**src/rtl/eespfal_phase_driver.sv**
```systemverilog
// Upstream driver for the 64-bit EE-SPFAL adiabatic core.
// Latches single-rail operands, presents them dual-rail, sequences the four
// overlapping power-clock phases and discharge controls, then captures the
// core's dual-rail result and checks rail integrity.
//
// state     | meaning
// ----------+------------------------------------------------------------
// S_IDLE    | rails null, all discharges on; waits for start
// S_DISCH   | pre-evaluation global discharge, DIS_CYCLES long
// S_RUN     | PHASES+1 slots of PHASE_CYCLES; phase i powered in slots i,i+1
// S_RECOVER | post-evaluation discharge, rails null, DIS_CYCLES long
// S_DONE    | busy dropped; done pulses on the edge that returns to IDLE
module eespfal_phase_driver #(
  parameter int BIT_SIZE     = 64,
  parameter int PHASES       = 4,
  parameter int PHASE_CYCLES = 8,
  parameter int DIS_CYCLES   = 2
) (
  input  logic                clk,
  input  logic                rst_n,
  input  logic                start,
  input  logic [BIT_SIZE-1:0] x_in,
  input  logic [BIT_SIZE-1:0] k_in,
  output logic                busy,
  output logic                done,
  output logic [BIT_SIZE-1:0] result,
  output logic                rail_err,
  output logic [PHASES-1:0]   clk_top,
  output logic [PHASES-1:0]   Dis_top,
  output logic                Dis_Phase_top,
  output logic [BIT_SIZE-1:0] x_top,
  output logic [BIT_SIZE-1:0] x_bar_top,
  output logic [BIT_SIZE-1:0] k_top,
  output logic [BIT_SIZE-1:0] k_bar_top,
  input  logic [BIT_SIZE-1:0] s_top,
  input  logic [BIT_SIZE-1:0] s_bar_top
);

  localparam int MAX_CYC = (PHASE_CYCLES > DIS_CYCLES) ? PHASE_CYCLES : DIS_CYCLES;
  localparam int CW      = $clog2(MAX_CYC) + 1;
  localparam int SLOT_W  = $clog2(PHASES + 2);

  localparam logic [CW-1:0]     PH_LAST   = CW'(PHASE_CYCLES - 1);
  localparam logic [CW-1:0]     DIS_LAST  = CW'(DIS_CYCLES - 1);
  localparam logic [SLOT_W-1:0] LAST_SLOT = SLOT_W'(PHASES);

  typedef enum logic [2:0] {
    S_IDLE,
    S_DISCH,
    S_RUN,
    S_RECOVER,
    S_DONE
  } state_t;

  state_t              state_q;
  logic [CW-1:0]       cnt_q;
  logic [SLOT_W-1:0]   slot_q;
  logic [BIT_SIZE-1:0] x_q;
  logic [BIT_SIZE-1:0] k_q;
  logic                busy_q;
  logic                done_q;
  logic [BIT_SIZE-1:0] result_q;
  logic                rail_err_q;
  logic [PHASES-1:0]   clk_top_q;
  logic [PHASES-1:0]   dis_top_q;
  logic                dis_phase_q;
  logic [BIT_SIZE-1:0] x_top_q;
  logic [BIT_SIZE-1:0] x_bar_top_q;
  logic [BIT_SIZE-1:0] k_top_q;
  logic [BIT_SIZE-1:0] k_bar_top_q;

  logic [SLOT_W-1:0]   slot_d;
  logic [PHASES-1:0]   clk_slot_d;
  logic [PHASES-1:0]   dis_slot_d;
  logic                rail_err_d;

  // Phase i is powered for slot i (evaluate) and slot i+1 (hold).
  function automatic logic [PHASES-1:0] slot_clk(input logic [SLOT_W-1:0] s);
    logic [PHASES-1:0] r;
    for (int i = 0; i < PHASES; i++) begin
      r[i] = (int'(s) == i) || (int'(s) == i + 1);
    end
    return r;
  endfunction

  // Phase i is discharged only once its hold slot has passed.
  function automatic logic [PHASES-1:0] slot_dis(input logic [SLOT_W-1:0] s);
    logic [PHASES-1:0] r;
    for (int i = 0; i < PHASES; i++) begin
      r[i] = (int'(s) >= i + 2);
    end
    return r;
  endfunction

  // Next-slot phase pattern and rail-integrity flag of the live core outputs.
  always_comb begin
    slot_d     = slot_q + SLOT_W'(1);
    clk_slot_d = slot_clk(slot_d);
    dis_slot_d = slot_dis(slot_d);
    rail_err_d = |(s_top ~^ s_bar_top);
  end

  // Sequencer: state, timers and every registered output.
  always_ff @(posedge clk or negedge rst_n) begin
    if (!rst_n) begin
      state_q     <= S_IDLE;
      cnt_q       <= '0;
      slot_q      <= '0;
      x_q         <= '0;
      k_q         <= '0;
      busy_q      <= 1'b0;
      done_q      <= 1'b0;
      result_q    <= '0;
      rail_err_q  <= 1'b0;
      clk_top_q   <= '0;
      dis_top_q   <= '1;
      dis_phase_q <= 1'b1;
      x_top_q     <= '0;
      x_bar_top_q <= '0;
      k_top_q     <= '0;
      k_bar_top_q <= '0;
    end else begin
      done_q <= 1'b0;
      case (state_q)
        S_IDLE: begin
          if (start) begin
            x_q     <= x_in;
            k_q     <= k_in;
            busy_q  <= 1'b1;
            cnt_q   <= DIS_LAST;
            state_q <= S_DISCH;
          end
        end

        S_DISCH: begin
          if (cnt_q == '0) begin
            // Drop discharges and present operands together with phase 0.
            slot_q      <= '0;
            cnt_q       <= PH_LAST;
            clk_top_q   <= slot_clk('0);
            dis_top_q   <= slot_dis('0);
            dis_phase_q <= 1'b0;
            x_top_q     <= x_q;
            x_bar_top_q <= ~x_q;
            k_top_q     <= k_q;
            k_bar_top_q <= ~k_q;
            state_q     <= S_RUN;
          end else begin
            cnt_q <= cnt_q - CW'(1);
          end
        end

        S_RUN: begin
          if (cnt_q == '0) begin
            if (slot_q == LAST_SLOT) begin
              // Last phase still powered here, so the core outputs are valid.
              result_q    <= s_top;
              rail_err_q  <= rail_err_d;
              cnt_q       <= DIS_LAST;
              clk_top_q   <= '0;
              dis_top_q   <= '1;
              dis_phase_q <= 1'b1;
              x_top_q     <= '0;
              x_bar_top_q <= '0;
              k_top_q     <= '0;
              k_bar_top_q <= '0;
              state_q     <= S_RECOVER;
            end else begin
              slot_q    <= slot_d;
              cnt_q     <= PH_LAST;
              clk_top_q <= clk_slot_d;
              dis_top_q <= dis_slot_d;
            end
          end else begin
            cnt_q <= cnt_q - CW'(1);
          end
        end

        S_RECOVER: begin
          if (cnt_q == '0) begin
            busy_q  <= 1'b0;
            state_q <= S_DONE;
          end else begin
            cnt_q <= cnt_q - CW'(1);
          end
        end

        S_DONE: begin
          done_q  <= 1'b1;
          state_q <= S_IDLE;
        end

        default: begin
          state_q <= S_IDLE;
        end
      endcase
    end
  end

  assign busy          = busy_q;
  assign done          = done_q;
  assign result        = result_q;
  assign rail_err      = rail_err_q;
  assign clk_top       = clk_top_q;
  assign Dis_top       = dis_top_q;
  assign Dis_Phase_top = dis_phase_q;
  assign x_top         = x_top_q;
  assign x_bar_top     = x_bar_top_q;
  assign k_top         = k_top_q;
  assign k_bar_top     = k_bar_top_q;

endmodule

```
**config.mk**
```make
export PLATFORM = sky130hd
export DESIGN_NAME = eespfal_phase_driver
export DESIGN_NICKNAME = d
export VERILOG_FILES = /design/src/rtl/eespfal_phase_driver.sv
export SDC_FILE = /design/constraint.sdc
export NUM_CORES = 1
export LEC_CHECK = 0
export CAP_MARGIN = 5
export CORE_AREA = 2 2 233 235
export DETAILED_ROUTE_END_ITERATION = 10
export DIE_AREA = 0 0 235 237
export GPL_TIMING_DRIVEN = 0
export PLACE_DENSITY = 0.59
export SYNTH_ARGS = -nofsm -noshare
export SYNTH_HDL_FRONTEND = slang
export SYNTH_SLANG_ARGS = --single-unit
```
**constraint.sdc**
```tcl
create_clock -name clk -period 2.89 [get_ports clk]
set_input_delay 0.7225 -clock clk [delete_from_list [all_inputs] [get_ports clk]]
set_output_delay 0.7225 -clock clk [all_outputs]
set_load 0.01 [all_outputs]
```
## Word-level counts from Yosys, hierarchy flattened

Cells that the tools add are included.

- Bits of input ports: 259
- Latch bits: 0
- Bits in writable memories: 0
- Memories kept: 0
- ROM bits: 0
- Bits in registers: 470
- Word-level logic and storage cells: 101

- Equality and inequality tests: 16
- Shifts and indexed selects: 0
- Magnitude comparators: 4
- Reduce and logical (&&, ||, !) cells: 19
- Add/sub/neg operators: 2
- Muxes and demuxes: 41
- Div/mod/pow operators: 0
- Bitwise logic cells: 3
- Multipliers: 0

Operators with widths:

| kind | count |
|---|---|
| 64-bit case mux with 2 select lines | 4 |
| 64-bit 2-to-1 mux | 6 |
| 64-bit inverter | 2 |
| 64-bit OR reduction | 1 |
| 64-bit XNOR | 1 |
| 4-bit 2-to-1 mux | 10 |
| 3-bit 2-to-1 mux | 9 |
| 4-bit case mux with 2 select lines | 2 |
| 4-bit case mux with 4 select lines | 1 |
| 3-bit == test, second input constant | 5 |
| 2-bit inequality test, second input constant | 7 |
| 3-bit case mux with 4 select lines | 1 |
| 3-bit AND reduction | 4 |
| 3-bit by 2-bit == test with 1-bit output, second input constant | 3 |
| 4-bit AND reduction | 2 |
| 3-bit by 2-bit greater-or-equal comparator with 1-bit output, second input constant | 2 |
| 3-bit greater-or-equal comparator, second input constant | 2 |
| 3-bit logical NOT | 2 |
| 3-bit case mux with 2 select lines | 1 |
| 1-bit 2-to-1 mux | 5 |
| 5-bit AND reduction | 1 |
| 4-bit logical NOT | 1 |
| 1-bit logical OR | 4 |
| 1-bit case mux with 2 select lines | 2 |
| 6 further kinds | 7 |

## Logic depth before layout (Yosys ltp)

Gate-level depths: netlist (run 1).

- Depth in word-level cells: 6
- Gate-level depth with buffers: 10

## Worst setup path after synthesis (run 1)

No wires, ideal clock.

- Path kind: reg2reg
- Start: reg cnt_q[0]
- End: reg result_q[38], in the netlist result[38]
- Buffers on the path: 2
- Cell stages (with the launch flop): 9
- Setup slack: 0.856 ns
- Arrival time: 1.909 ns
- Clock period less this slack: 2.034 ns
- Library setup time: 0.125 ns
- Cells stage by stage: dfrtp_1 > inv_1 > ha_1 > nor3b_4 > nand4_4 > nor2_2 > buf_4 > buf_6 > mux2_2

- Word-level cells in the longest chain between the ends: 2

Ends and longest elaborated chain:

| item | line | RTL |
|---|---|---|
| from (decl) | 56 | `logic [CW-1:0] cnt_q;` |
| from (signal assigned) | 149 | `cnt_q <= cnt_q - CW'(1);` |
| from (signal assigned) | 175 | `cnt_q <= cnt_q - CW'(1);` |
| from (signal assigned) | 184 | `cnt_q <= cnt_q - CW'(1);` |
| 4-bit logical NOT | 154 | `if (cnt_q == '0) begin` |
| 3-bit AND reduction (no source line) | - |  |
| to (signal assigned) | 157 | `result_q <= s_top;` |
| to (decl) | 62 | `logic [BIT_SIZE-1:0] result_q;` |

No other way between the ends.
A chain may end at the register's enable or synchronous reset.

## Worst setup path in the final report (run 1)

- Start: reg state_q[1]
- End: reg x_q[40]

- Word-level cells in the longest chain between the ends: 2

Ends and longest elaborated chain:

| item | line | RTL |
|---|---|---|
| from (decl) | 55 | `state_t state_q;` |
| from (signal assigned) | 106 | `state_q <= S_IDLE;` |
| from (signal assigned) | 131 | `state_q <= S_DISCH;` |
| from (signal assigned) | 147 | `state_q <= S_RUN;` |
| 3-bit logical NOT | 124 | `case (state_q)` |
| 2-bit AND reduction (no source line) | - |  |
| to (signal assigned) | 127 | `x_q <= x_in;` |
| to (decl) | 58 | `logic [BIT_SIZE-1:0] x_q;` |

No other way between the ends.

==> flow_results.xml, run 1 <==
<?xml version="1.0" encoding="UTF-8"?>
<metrics>
  <group name="run_status">
    <metric name="status" unit="">finished clean</metric>
  </group>
  <group name="grt">
    <metric name="first_global_vias" unit="">14000</metric>
    <metric name="grt_pass1_wl" unit="um">92100</metric>
    <metric name="grt_antenna_before_repair" unit="">9</metric>
    <metric name="grt_usage" unit="">0.219</metric>
    <metric name="grt_start_max_net_pins" unit="">127</metric>
    <metric name="grt_remaining_overflow" unit="">0</metric>
  </group>
  <group name="clock_tree">
    <metric name="post_cts_hold_buffers" unit="">0</metric>
    <metric name="clock_sink_count" unit="">470</metric>
    <metric name="cts_tree" unit="">built</metric>
    <metric name="cts_root_buffer" unit="">clkbuf_16</metric>
    <metric name="clk-insertion-delay-late" unit="ns">0.61</metric>
    <metric name="cts.htree.levels" unit="">2</metric>
    <metric name="post_cts.repair.setup_buffers" unit="">0</metric>
    <metric name="cts-root-to-sink-buffers" unit="">3</metric>
    <metric name="worst_setup_hold_path_clk_slew" unit="ns">0.06</metric>
    <metric name="count_of_instances_resized_after_the_clock_tree_is_built" unit="">0</metric>
    <metric name="cts_inserted_buffers" unit="">52</metric>
  </group>
  <group name="routing">
    <metric name="routed-via-count" unit="">13300</metric>
    <metric name="drtAntennaViolNets" unit="">0</metric>
    <metric name="drcViolationCount" unit="">0</metric>
    <metric name="drt_first_iter_violations" unit="">667</metric>
    <metric name="vias_per_cell" unit="">4.89</metric>
    <metric name="wl_per_cell" unit="um">22.8</metric>
    <metric name="drt-total-wl" unit="um">62100</metric>
    <metric name="drt-pass1-iter-count" unit="">5</metric>
  </group>
  <group name="final_layout">
    <metric name="design.final.nets" unit="">2238</metric>
    <metric name="final.fill_count" unit="">4649</metric>
    <metric name="syn2layout_area_growth" unit="%">48.0</metric>
    <metric name="final_util" unit="">0.502</metric>
    <metric name="most_frequent_standard_cell_in_the_layout_excluding_fill_and_tap_cells" unit="">clkdlybuf4s50_1</metric>
    <metric name="mostFrequentLayoutCells" unit="">589 x clkdlybuf4s50_1, 465 x dfrtp_1, 188 x mux2_2</metric>
    <metric name="drive_gt1_frac" unit="">0.177</metric>
  </group>
  <group name="power_and_ir_drop">
    <metric name="power.switching_fraction" unit="">0.323</metric>
    <metric name="ir_drop" unit="mV">0.529</metric>
    <metric name="power.share.combinational" unit="">0.357</metric>
    <metric name="clockPowerShare" unit="">0.246</metric>
    <metric name="intPower" unit="mW">18.7</metric>
    <metric name="power_leakage" unit="nW">11.8</metric>
    <metric name="power_switching" unit="mW">8.94</metric>
    <metric name="seq_power_share" unit="">0.397</metric>
    <metric name="cellPowerDensity" unit="nW/um^2">1040</metric>
  </group>
  <group name="die">
    <metric name="die_h" unit="um">237</metric>
    <metric name="top_level_ports" unit="">591</metric>
    <metric name="dieArea" unit="um^2">55700</metric>
    <metric name="floorplan.rows" unit="">85</metric>
    <metric name="initial_utilization" unit="">0.339</metric>
    <metric name="floorplan.die.width" unit="um">235</metric>
    <metric name="coreArea" unit="um^2">53300</metric>
  </group>
  <group name="logic_synthesis">
    <metric name="synth_top_family_by_area" unit="">multiplexers</metric>
    <metric name="netlist-cell-type-count" unit="">47</metric>
    <metric name="post_synth.cell_area_avg" unit="um^2">13.6</metric>
    <metric name="async_reset_ff_frac" unit="">1.00</metric>
    <metric name="synth_compound_area_frac" unit="">0.110</metric>
    <metric name="yosys.area_share.adder" unit="">0.00416</metric>
    <metric name="mappedNetlistNets" unit="">1591</metric>
    <metric name="synth_enable_flop_cells" unit="">0</metric>
    <metric name="syn-instance-count" unit="">1326</metric>
    <metric name="syn_area" unit="um^2">18100</metric>
    <metric name="synth_seq_cells" unit="">470</metric>
    <metric name="synth_ff_type" unit="">dfrtp_1</metric>
    <metric name="synth-simple-area-share" unit="">0.0511</metric>
    <metric name="synth_xor_area_frac" unit="">0.0320</metric>
    <metric name="ys.warnings.count" unit="">0</metric>
    <metric name="seq_area_frac_synth" unit="">0.652</metric>
    <metric name="synth.area.mux_share" unit="">0.121</metric>
  </group>
  <group name="critical_path">
    <metric name="worstRegToRegCells" unit="">6</metric>
    <metric name="crit_fanout" unit="">10</metric>
    <metric name="cp_data_arrival_time" unit="ns">3.15</metric>
    <metric name="criticalPathCategory" unit="">reg -&gt; reg</metric>
    <metric name="startpoint_type" unit="">register</metric>
    <metric name="critical_path_required" unit="ns">3.36</metric>
    <metric name="worstSetupEndpointType" unit="">register</metric>
  </group>
  <group name="timing">
    <metric name="timing.setup.tns" unit="ns">0</metric>
    <metric name="fmax" unit="MHz">374</metric>
    <metric name="finalCritPeriodShare" unit="">0.924</metric>
    <metric name="fin_skew" unit="ns">0.0227</metric>
    <metric name="tightestPinTransition" unit="ns">0.934</metric>
    <metric name="final-max-slew-violation-count" unit="">0</metric>
    <metric name="slew-limit-headroom" unit="">0.377</metric>
    <metric name="finalCriticalPeriod" unit="ns">2.67</metric>
    <metric name="setup-violations-final" unit="">0</metric>
    <metric name="rsz0062_at_grt" unit="">no</metric>
    <metric name="final-hold-violation-count" unit="">0</metric>
  </group>
  <group name="place">
    <metric name="hpwlAfterDp" unit="um">45400</metric>
    <metric name="numPortBuffers" unit="">590</metric>
    <metric name="rd_place_congestion" unit="">0.849</metric>
  </group>
  <group name="min_path">
    <metric name="hold_class" unit="">in -&gt; async</metric>
  </group>
  <group name="run">
    <metric name="cap_viol_max_count" unit="">0</metric>
  </group>
</metrics>
==> Yosys cell counts, types with 2 or more instances <==
library cell / count / area, um^2
nand2_1: 141 / 529
a21oi_1: 8 / 40.0
o21ai_1: 7 / 35.0
ha_1: 6 / 75.1
clkbuf_1: 19 / 71.3
dfstp_2: 5 / 131
buf_6: 17 / 191
nor3b_1: 2 / 15.0
nand4_1: 4 / 25.0
a211oi_1: 2 / 15.0
xnor2_1: 64 / 561
dfrtp_1: 465 / 11600
nand3_1: 9 / 45.0
mux2_1: 5 / 56.3
o21ai_0: 135 / 676
mux2_2: 188 / 2120
clkbuf_2: 2 / 10.0
buf_2: 46 / 230
a22o_1: 130 / 1140
nor2_1: 10 / 37.5
xor2_1: 2 / 17.5
and3_1: 2 / 12.5
nand2b_1: 2 / 12.5
a31oi_1: 2 / 12.5
nor4_1: 17 / 106
nor3_1: 6 / 30.0
inv_1: 10 / 37.5
==> cell type report <==
| type | instances | area, um^2 | share of cell area |
|---|---|---|---|
| antenna | 5 | 12.5 | 0.000468 |
| timing repair buffer | 593 | 5990 | 0.224 |
| inverter | 10 | 37.5 | 0.00140 |
| clock inverter | 13 | 150 | 0.00562 |
| sequential | 470 | 11800 | 0.440 |
| buffer | 85 | 510 | 0.0191 |
| clock buffer | 85 | 1650 | 0.0616 |
| tap | 696 | 871 | 0.0326 |
| multi-input combinational | 761 | 5740 | 0.215 |
==> flip-flops by register name, summed over array words and instances (netlist names) <==
register,count
x_top,64
k_bar_top,64
busy,1
done,1
rail_err,1
x_bar_top,64
Dis_Phase_top,1
cnt_q,4
state_q,3
Dis_top,4
slot_q,3
k_top,64
clk_top,4
k_q,64
result,64
x_q,64
==> metal layers <==
layer	GRT usage	vias up	part of all wire	wire length, um
li1	-	6019	-	-
met1	0.258	6687	0.39	24200
met4	0.0662	8	0.028	1760
met3	0.0821	94	0.084	5240
met2	0.372	471	0.50	30800
met5	0	-	0.00079	49
==> kinds of logic (layout without fill, tap and decap cells) <==
family	Yosys count	in the layout
xor gates and xnor gates	66	66
DFF	470	470
other	0	5
adders and majority gates	6	6
muxes	194	194
AOI/OAI and AO/OA	292	292
and+or+nand+nor	203	203
buffers and inverters	95	786
==> path summary, 6_finish.rpt <==
path                                             end  slack (ns)                    from
max                              x_q[40]$_DFFE_PN0P_        0.22  state_q[1]$_DFFE_PN0P_
min                           result[25]$_DFFE_PN0P_        0.21                   rst_n
max reg2reg                      x_q[40]$_DFFE_PN0P_        0.22  state_q[1]$_DFFE_PN0P_
min reg2reg                x_bar_top[62]$_DFFE_PN0P_        0.47     x_q[62]$_DFFE_PN0P_
max in group asynchronous        k_q[24]$_DFFE_PN0P_        1.49                   rst_n
min in group clk           x_bar_top[62]$_DFFE_PN0P_        0.47     x_q[62]$_DFFE_PN0P_
==> per-stage QoR <==
step / hold WS (ns) / power, mW / worst slack, ns / cell area (um^2) / instances
floorplan: 0.427 / 15.2 / 0.856 / 18100 / 1326
global placement: 0.460 / 20.8 / -19.64 / 24800 / 2612
detailed placement: 0.469 / 21.0 / -0.342 / 24900 / 2615
CTS: 0.221 / 28.0 / 0.168 / 26700 / 2713
global route: 0.231 / 29.3 / 0.0307 / 26700 / 2717
finish: 0.215 / 27.7 / 0.218 / 26700 / 2718
==> worst max-delay path, stage by stage (launching register included) <==
cell and delay, ns:
dfrtp_1 0.36, buf_2 0.19, nor2_1 0.18, and3_1 0.26
clkbuf_1 0.72, buf_2 0.44, mux2_2 0.38
==> power by group through the flow <==
stage / registers [mW] / logic, mW / clock network (mW)
final: 11.0 / 9.87 / 6.81
after detailed placement: 11.0 / 9.97 / 0
after global routing: 11.3 / 10.6 / 7.30
after floorplan: 11.5 / 3.72 / 0
after global placement: 11.0 / 9.84 / 0
after CTS: 11.0 / 10.0 / 7.02
Note: power is estimated with default switching activity, not from simulation.
==> run 2, diff against run 1 <==
--- a/config.mk
+++ b/config.mk
@@ -7,6 +7,7 @@
 export LEC_CHECK = 0
 export CAP_MARGIN = 5
 export CORE_AREA = 2 2 233 235
+export CTS_CLUSTER_DIAMETER = 30
 export DETAILED_ROUTE_END_ITERATION = 10
 export DIE_AREA = 0 0 235 237
 export GPL_TIMING_DRIVEN = 0
==> run 2 against run 1 <==
  * Register-to-register slack hardly changed
  * Core utilization rose by 4.6 points
  * Clock skew up 0.012 ns
  * Critical path type unchanged
  * Die area is the same
==> flow_results.xml, run 2 (synthesized netlist as in run 1, its figures left out) <==
<?xml version="1.0" encoding="UTF-8"?>
<metrics>
  <group name="die">
    <metric name="top_level_ports" unit="">591</metric>
    <metric name="dieArea" unit="um^2">55700</metric>
    <metric name="coreArea" unit="um^2">53300</metric>
    <metric name="floorplan.die.width" unit="um">235</metric>
    <metric name="die_h" unit="um">237</metric>
    <metric name="floorplan.rows" unit="">85</metric>
    <metric name="initial_utilization" unit="">0.339</metric>
  </group>
  <group name="timing">
    <metric name="setup-violations-final" unit="">0</metric>
    <metric name="whs" unit="ns">0.146</metric>
    <metric name="final-max-slew-violation-count" unit="">0</metric>
    <metric name="fin_skew" unit="ns">0.0342</metric>
    <metric name="finalCritPeriodShare" unit="">0.922</metric>
    <metric name="finalCriticalPeriod" unit="ns">2.66</metric>
    <metric name="tightestPinTransition" unit="ns">0.943</metric>
    <metric name="fmax" unit="MHz">375</metric>
    <metric name="rsz0062_at_grt" unit="">no</metric>
    <metric name="final-hold-violation-count" unit="">0</metric>
    <metric name="slew-limit-headroom" unit="">0.365</metric>
    <metric name="timing.final.ws_setup" unit="ns">0.227</metric>
  </group>
  <group name="grt">
    <metric name="grt_pass1_wl" unit="um">94900</metric>
    <metric name="grt_antenna_before_repair" unit="">10</metric>
    <metric name="first_global_vias" unit="">14800</metric>
    <metric name="grt_usage" unit="">0.226</metric>
    <metric name="grt_start_max_net_pins" unit="">127</metric>
    <metric name="grt_remaining_overflow" unit="">0</metric>
  </group>
  <group name="critical_path">
    <metric name="crit_family" unit="">buffers and inverters</metric>
    <metric name="worstSetupEndpointType" unit="">register</metric>
    <metric name="cpMaxStageDelayCell" unit="">clkbuf_1</metric>
    <metric name="timing.reg2reg.setup_slack" unit="ns">0.23</metric>
    <metric name="criticalPathCategory" unit="">reg -&gt; reg</metric>
    <metric name="worst_flop_to_flop_path_startpoint" unit="">state_q[1]$_DFFE_PN0P_</metric>
    <metric name="timing.critical_path.slowest_cell_delay" unit="ns">0.71</metric>
    <metric name="critical_path_required" unit="ns">3.41</metric>
    <metric name="cp_data_arrival_time" unit="ns">3.18</metric>
    <metric name="rr_endpoint" unit="">x_q[40]$_DFFE_PN0P_</metric>
    <metric name="worst_path_buf_inv" unit="">3</metric>
    <metric name="crit_fanout" unit="">10</metric>
    <metric name="cpMostUsedCell" unit="">buf_2</metric>
    <metric name="worstRegToRegCells" unit="">6</metric>
    <metric name="critical_path.cell_chain" unit="">buf_2 -&gt; nor2_1 -&gt; and3_1 -&gt; clkbuf_1 -&gt; buf_2 -&gt; mux2_2</metric>
    <metric name="startpoint_type" unit="">register</metric>
  </group>
  <group name="routing">
    <metric name="drt-pass1-iter-count" unit="">5</metric>
    <metric name="drtAntennaViolNets" unit="">0</metric>
    <metric name="routed-via-count" unit="">13700</metric>
    <metric name="drt_first_iter_violations" unit="">663</metric>
    <metric name="wl_per_cell" unit="um">22.4</metric>
    <metric name="vias_per_cell" unit="">4.85</metric>
    <metric name="drcViolationCount" unit="">0</metric>
    <metric name="drt-total-wl" unit="um">63500</metric>
  </group>
  <group name="power_and_ir_drop">
    <metric name="power_leakage" unit="nW">12.9</metric>
    <metric name="cellPowerDensity" unit="nW/um^2">1190</metric>
    <metric name="ir_drop" unit="mV">0.689</metric>
  </group>
  <group name="min_path">
    <metric name="hold_class" unit="">in -&gt; async</metric>
  </group>
  <group name="place">
    <metric name="dp_slack" unit="ns">-0.342</metric>
    <metric name="numPortBuffers" unit="">590</metric>
    <metric name="rd_place_congestion" unit="">0.849</metric>
    <metric name="hpwlAfterDp" unit="um">45400</metric>
  </group>
  <group name="clock_tree">
    <metric name="worst_setup_hold_path_clk_slew" unit="ns">0.05</metric>
    <metric name="cts_inserted_buffers" unit="">114</metric>
    <metric name="post_cts.repair.setup_buffers" unit="">0</metric>
    <metric name="cts.htree.levels" unit="">3</metric>
    <metric name="post_cts_hold_buffers" unit="">0</metric>
    <metric name="cts-root-to-sink-buffers" unit="">3</metric>
    <metric name="clk-insertion-delay-late" unit="ns">0.65</metric>
    <metric name="clock_sink_count" unit="">470</metric>
    <metric name="cts_tree" unit="">built</metric>
    <metric name="cts_root_buffer" unit="">clkbuf_16</metric>
    <metric name="count_of_instances_resized_after_the_clock_tree_is_built" unit="">0</metric>
  </group>
  <group name="run_status">
    <metric name="status" unit="">finished clean</metric>
  </group>
  <group name="final_layout">
    <metric name="design.final.nets" unit="">2300</metric>
    <metric name="syn2layout_area_growth" unit="%">61.6</metric>
    <metric name="final.fill_count" unit="">4451</metric>
    <metric name="drive_gt1_frac" unit="">0.221</metric>
    <metric name="mostFrequentLayoutCells" unit="">589 x clkdlybuf4s50_1, 465 x dfrtp_1, 188 x mux2_2</metric>
    <metric name="most_frequent_standard_cell_in_the_layout_excluding_fill_and_tap_cells" unit="">clkdlybuf4s50_1</metric>
  </group>
  <group name="run">
    <metric name="cap_viol_max_count" unit="">0</metric>
  </group>
</metrics>
[run 2: cell count changes in the layout (fill, tap and decap cells not counted), sizes merged]
cell      delta
bufinv      +20
inv          +4
clkbuf      +70
clkinv      +15
diode        +1
clkinvlp     +8
[run 2: stage by stage]
stage                     cells  area [um^2]  TNS (ns)  total power [mW]   util
after floorplan            1326        18100         0              15.2      -
after global placement     2612        24800  -9202.13              20.8  0.466
after detailed placement   2615        24900    -31.60              21.0  0.468
after CTS                  2830        29200         0              35.1  0.547
after global routing       2835        29200         0              36.5  0.548
final                      2836        29200         0              34.8  0.548
[run 2: metal layers]
layer  vias up  share of wire  wire length (um)  GRT usage
li1       6203              -                 -          -
met1      6916           0.39             24800      0.261
met2       511           0.50             31500      0.376
met3       106          0.082              5220     0.0844
met4         8          0.032              2050     0.0967
met5         -        0.00076                48          0
[run 2: how the worst max path moves through the flow]
stage,from,to,slack (ns),cells after the start
5_1_grt,slot_q[0]$_DFFE_PN0P_,k_bar_top[4]$_DFFE_PN0P_,0.03,9
6_report,state_q[1]$_DFFE_PN0P_,x_q[40]$_DFFE_PN0P_,0.23,6
3_3_place_gp,rst_n,k_q[27]$_DFFE_PN0P_,-19.64,1
3_5_place_dp,start,x_q[40]$_DFFE_PN0P_,-0.34,5
2_1_floorplan,cnt_q[0]$_DFFE_PN0P_,result[38]$_DFFE_PN0P_,0.86,8
4_1_cts,state_q[1]$_DFFE_PN0P_,x_q[40]$_DFFE_PN0P_,0.17,6
[run 2: area by class of cell]
cell class | instances | area, um^2 | area share
diodes | 6 | 15.0 | 0.000515
plain buffers | 85 | 510 | 0.0175
clock buffers | 155 | 3310 | 0.113
clock inverters | 60 | 928 | 0.0318
inverters | 10 | 37.5 | 0.00129
multi-input cells | 761 | 5740 | 0.197
flip-flops and latches | 470 | 11800 | 0.403
well taps | 696 | 871 | 0.0298
repair buffers | 593 | 5990 | 0.205
[run 2: worst reg2reg max path, delay by kind of cell, from the launching register on]
family	cells	cell delay, ns
mux	1	0.39
flops	1	0.36
buf+inv	3	1.35
simple gates	2	0.44
[run 2: power by group]
group / leakage, nW / internal (mW) / switching [mW]
Clock: 2.07 / 9.89 / 3.97
Sequential: 5.89 / 9.30 / 1.72
Combinational: 4.98 / 5.38 / 4.50
Total: 12.9 / 24.6 / 10.2
==> patch 1 (config.mk and constraints of run 2) <==
Change the parameter `PHASE_CYCLES` from 8 to 4.
--- a/src/rtl/eespfal_phase_driver.sv
+++ b/src/rtl/eespfal_phase_driver.sv
@@ -14,5 +14,5 @@
   parameter int BIT_SIZE     = 64,
   parameter int PHASES       = 4,
-  parameter int PHASE_CYCLES = 8,
+  parameter int PHASE_CYCLES = 4,
   parameter int DIS_CYCLES   = 2
 ) (
Check against the original RTL: not settled (the Yosys comparison gave no result); the edit may change what the design does.
==> patch 1 against run 2 <==
Area after synthesis is 0.95% lower; routed wire length is 1.9% higher; sequential share of layout area is 0.17 points higher; final cell count is 0.67% lower; maximum frequency is 1.3% higher; cell area is 0.63% lower; global-route usage is 0.56 points higher; power is 0.36% lower; worst setup slack better by 0.033 ns; sequential cell count is 1 lower; synthesized cell count is 0.98% lower; critical path depth stayed put; largest cell class unchanged.
==> patch 1: results (changes against run 2) <==
postPlaceCellArea_sq_mm: 0.0248  # -0.58%
peakVddDrop_v: 0.000542  # -21%
worst-endpoint-arrival_ns: 3.15  # -0.03 ns
status: "completed"
synthesis.yosys.warnings: 0  # unchanged
synth_nets: 1579  # -0.75%
antenna_found_initial: 6  # -4
totalWireLength_um: 64700  # +1.9%
worst_path_max_delay_cell: "clkbuf_1"
netSwitchingFraction: 0.295  # +0.00200
final.hold.worst_slack_ns: 0.0564  # -0.0898 ns
instances_no_fill: 2817  # -0.67%
fin_total_pwr_uw: 34600  # -0.36%
globalplace.congestion: 0.927  # +9.2%
fin_skew_ns: 0.0189  # -0.0153 ns
grt_pass1_wl_um: 98100  # +3.4%
post_synth_main_area_contributors: "dfrtp_1 (65%), mux2_2 (8.1%), a22o_1 (6.3%)"
first_global_vias: 14900  # +1.1%
dp_hpwl_um: 46000  # +1.2%
grt_max_degree: 120  # -5.5%
synth.yosys.seq_area_share: 0.656  # +0.00485
r2r_slack_ns: 0.28  # +0.05 ns
count_of_unique_library_cells_instantiated_by_yosys: 42  # -11%
pwr-share-comb: 0.282  # -0.002
leakagePower_uw: 0.0125  # -3.7%
numPlacedInstances: 2603  # -0.46%
synthesis.area_per_instance_sq_um: 13.6  # about the same
drt_iter0_drc: 744  # +12%
slew_headroom: 0.353  # -0.0125
finalNetCount: 2286  # -0.61%
grtUsageTotal: 0.232  # +0.00562
cts_buffers: 111  # -2.6%
per_cell_via_count_in_the_routed_design: 4.98  # +2.8%
-- patch 1: final timing paths --
kind | startpoint | to | cells after the start
max | start | x_q[36] | 6
min | rst_n | result[45] | 1
max reg2reg | state_q[0] | x_q[36] | 6
min reg2reg | k_q[6] | k_bar_top[6] | 1
max in group asynchronous | rst_n | k_bar_top[44] | 4
min in group clk | k_q[6] | k_bar_top[6] | 1
-- patch 1: stage by stage --
step           setup TNS, ns  worst slack [ns]
2_1_floorplan              0             0.963
3_3_place_gp        -9271.21            -19.79
3_5_place_dp          -49.80            -0.587
4_1_cts                    0            0.0723
5_1_grt                    0            0.0424
6_report                   0             0.260
-- patch 1: cell families (layout without fill, tap and decap cells) --
| family | after synthesis | after routing | synth area share |
|---|---|---|---|
| AND/OR/NAND/NOR | 259 | 259 | 0.0605 |
| AO/OA/AOI/OAI | 292 | 292 | 0.137 |
| flip-flops | 469 | 469 | 0.656 |
| XOR/XNOR | 66 | 66 | 0.0323 |
| adder cells (fa/ha/maj) | 7 | 7 | 0.00490 |
| other | 0 | 4 | 0 |
| buffers and inverters | 92 | 896 | 0.0278 |
| multiplexers | 128 | 128 | 0.0806 |
-- patch 1: per-layer routing --
metal	global-route usage	routed length [um]	share of wire
met1	0.301	27500	0.43
met2	0.373	31000	0.48
met3	0.0682	4550	0.070
met4	0.0733	1590	0.025
met5	0	16	0.00025
-- patch 1: what timing repair did --
action / CTS / global route
setup buffers: 0 / 0
gates resized for setup: 2 / 0
hold buffers: 0 / 0
endpoints found under the setup margin: 14 / 0
-- patch 1: area by class of cell --
cell class	instances	area, sq um
Fill cell	4480	24300
Sequential cell	469	11700
Timing Repair Buffer	594	6020
Multi-Input combinational cell	752	5650
Clock buffer	128	2950
Clock inverter	82	1250
Tap cell	696	871
Buffer	87	480
Inverter	5	18.8
Antenna cell	4	10.0
==> patch 2 (settings of run 2) <==
Made on the original files. Register the input `x_in` before use, without a reset. The logic sees it one clock later. The other inputs are not delayed to match.
--- a/src/rtl/eespfal_phase_driver.sv
+++ b/src/rtl/eespfal_phase_driver.sv
@@ -53,4 +53,10 @@
   } state_t;
 
+  logic [BIT_SIZE-1:0] x_r;
+
+  always_ff @(posedge clk) begin
+    x_r <= x_in;
+  end
+
   state_t              state_q;
   logic [CW-1:0]       cnt_q;
@@ -125,5 +131,5 @@
         S_IDLE: begin
           if (start) begin
-            x_q     <= x_in;
+            x_q     <= x_r;
             k_q     <= k_in;
             busy_q  <= 1'b1;
Check against the original RTL: not settled (the Yosys comparison gave no result); the edit may change what the design does.
==> patch 2 against run 2 <==
Routed wire length shrank 1.8%; via count grew 1.9%; critical path depth shrank 1; cell area increased by 3.9%; global-route usage is 0.22 points lower; clock skew down 0.0054 ns; area after synthesis grew 6.2%; highest routed layer unchanged; worst setup slack got worse by 0.092 ns; count of clock-buffer cells in the layout is 6 higher; sequential cell count up 64; critical path type is now in -> reg; critical endpoint is now k_q[15]; first-iteration DRC count fell by 17%.
Power is not compared: it rests on default switching activity, and its combinational part moved more than twofold at a synthesized area within 25%.
==> patch 2: results (changes against run 2) <==
timing.critical_path.fanout_max: 10  # unchanged
fin_skew_ns: 0.0289  # -0.00536 ns
count_of_unique_library_cells_instantiated_by_yosys: 40  # -15%
drt-wirelength-per-cell_um: 21.5  # -3.9%
cts_buffers: 117  # +2.6%
top_delay_family_on_crit_path: "buffers and inverters"
finalNetCount: 2357  # +2.5%
ys_async_sr_fraction: 0.880  # -0.120
post_synth_main_area_contributors: "dfrtp_1 (61%), mux2_2 (9.7%), dfxtp_1 (6.7%)"
cells_on_worst_reg2reg_path: 5  # -1
postPlaceCellArea_sq_mm: 0.0261  # +4.6%
cts_root_buf: "clkbuf_16"
cts_setup_buffers: 0  # unchanged
io_buffer_count: 590  # unchanged
r2r_slack_ns: 0.20  # -0.03 ns
clock_insertion_delay_at_the_later_pin_of_the_skew_report_ns: 0.65  # about the same
post_route_cells_drive_above_1_share: 0.199  # -0.0225
clkTransAtPathRegs_ns: 0.04
grt_max_degree: 118  # -7.1%
drt_iter0_drc: 552  # -17%
antenna_found_initial: 13  # +3
grtUsageTotal: 0.224  # -0.00215
detailedPlace.worstSlack_ns: -0.649  # -0.307 ns
r2r_end: "k_q[15]"
synth_nets: 1644  # +3.3%
grt_pass1_wl_um: 94600  # -0.23%
slew_headroom: 0.481  # +0.116
min_path_type: "in -> async"
cts_max_level: 3  # unchanged
num_vias: 14000  # +1.9%
first_global_vias: 15100  # +2.4%
worst-slew-pin-transition_ns: 0.779  # -0.165 ns
leakagePower_uw: 0.0133
reg2reg_from: "state_q[1]"
slowest_delay_ns: 0.77  # +0.06 ns
gr-total-overflow: 0  # unchanged
synth.yosys.seq_area_share: 0.681  # +0.0289
dp_hpwl_um: 44600  # -1.8%
peakVddDrop_v: 0.000579
globalplace.congestion: 0.881  # +3.8%
worst_path_max_delay_cell: "clkdlybuf4s15_1"
clock_tree.buffer_depth: 3  # unchanged
final_antenna_net_count: 0  # unchanged
synthesis.yosys.warnings: 0  # unchanged
ys_top_cells_by_count: "dfrtp_1 (465), mux2_2 (166), nand2_1 (141)"
status: "completed"
drt_pass_1_iters: 4  # -1
-- patch 2: cell count changes after synthesis, sizes merged, moves of 3 or more --
cell,delta
nor3,-4
nand3,-6
buf,-11
dfxtp,+64
clkbuf,+8
nor2,+3
-- patch 2: power by group --
| group | total (uW) | switching [uW] | internal (uW) |
|---|---|---|---|
| Sequential | 7840 | 119 | 7720 |
| Combinational | 1340 | 612 | 723 |
| Clock | 13900 | 4240 | 9700 |
| Total | 23100 | 4970 | 18100 |
-- patch 2: logic make-up after synthesis --
group | Yosys count | synth area share
muxes | 195 | 0.114
DFF | 534 | 0.681
adders and majority gates | 6 | 0.00392
AOI/OAI and AO/OA | 293 | 0.103
and+or+nand+nor | 194 | 0.0450
buffers and inverters | 90 | 0.0221
xor gates and xnor gates | 67 | 0.0306
-- patch 2: worst max-delay path by stage --
stage | start | endpoint | slack [ns]
floorplan | cnt_q[0] | result[36] | 0.87
global placement | rst_n | x_bar_top[53] | -19.88
detailed placement | start | k_q[21] | -0.65
CTS | start | k_q[19] | 0.03
global route | start | k_q[15] | 0.02
finish | start | k_q[15] | 0.13
-- patch 2: repair_timing --
action	CTS	global route
endpoints found under the setup margin	0	2
endpoints found under the hold margin	0	0
resized for setup	0	3
-- patch 2: through the flow --
stage	hold slack, ns	cells
floorplan	0.427	1379
global placement	0.441	2665
detailed placement	0.445	2669
CTS	0.0558	2890
global route	0.0910	2896
finish	0.0857	2896
-- patch 2: final cells by class --
type / count / area, sq um
fill: 4386 / 23000
multi-input combinational: 755 / 5700
buffer: 82 / 402
sequential: 534 / 13000
timing repair buffer: 594 / 6020
clock buffer: 161 / 3360
inverter: 8 / 30.0
clock inverter: 60 / 883
antenna: 6 / 15.0
tap: 696 / 871
-- patch 2: per-layer routing --
layer,track usage,share of wire
met4,0.0932,0.032
met2,0.367,0.50
met1,0.270,0.40
met3,0.0764,0.070
met5,0,0.0011
-- patch 2: worst register-to-register path, stage by stage, from the launching register on --
cell	delay, ns
dfrtp_1	0.35
buf_2	0.17
nor4b_2	0.44
clkdlybuf4s15_1	0.77
buf_2	0.46
mux2_2	0.38
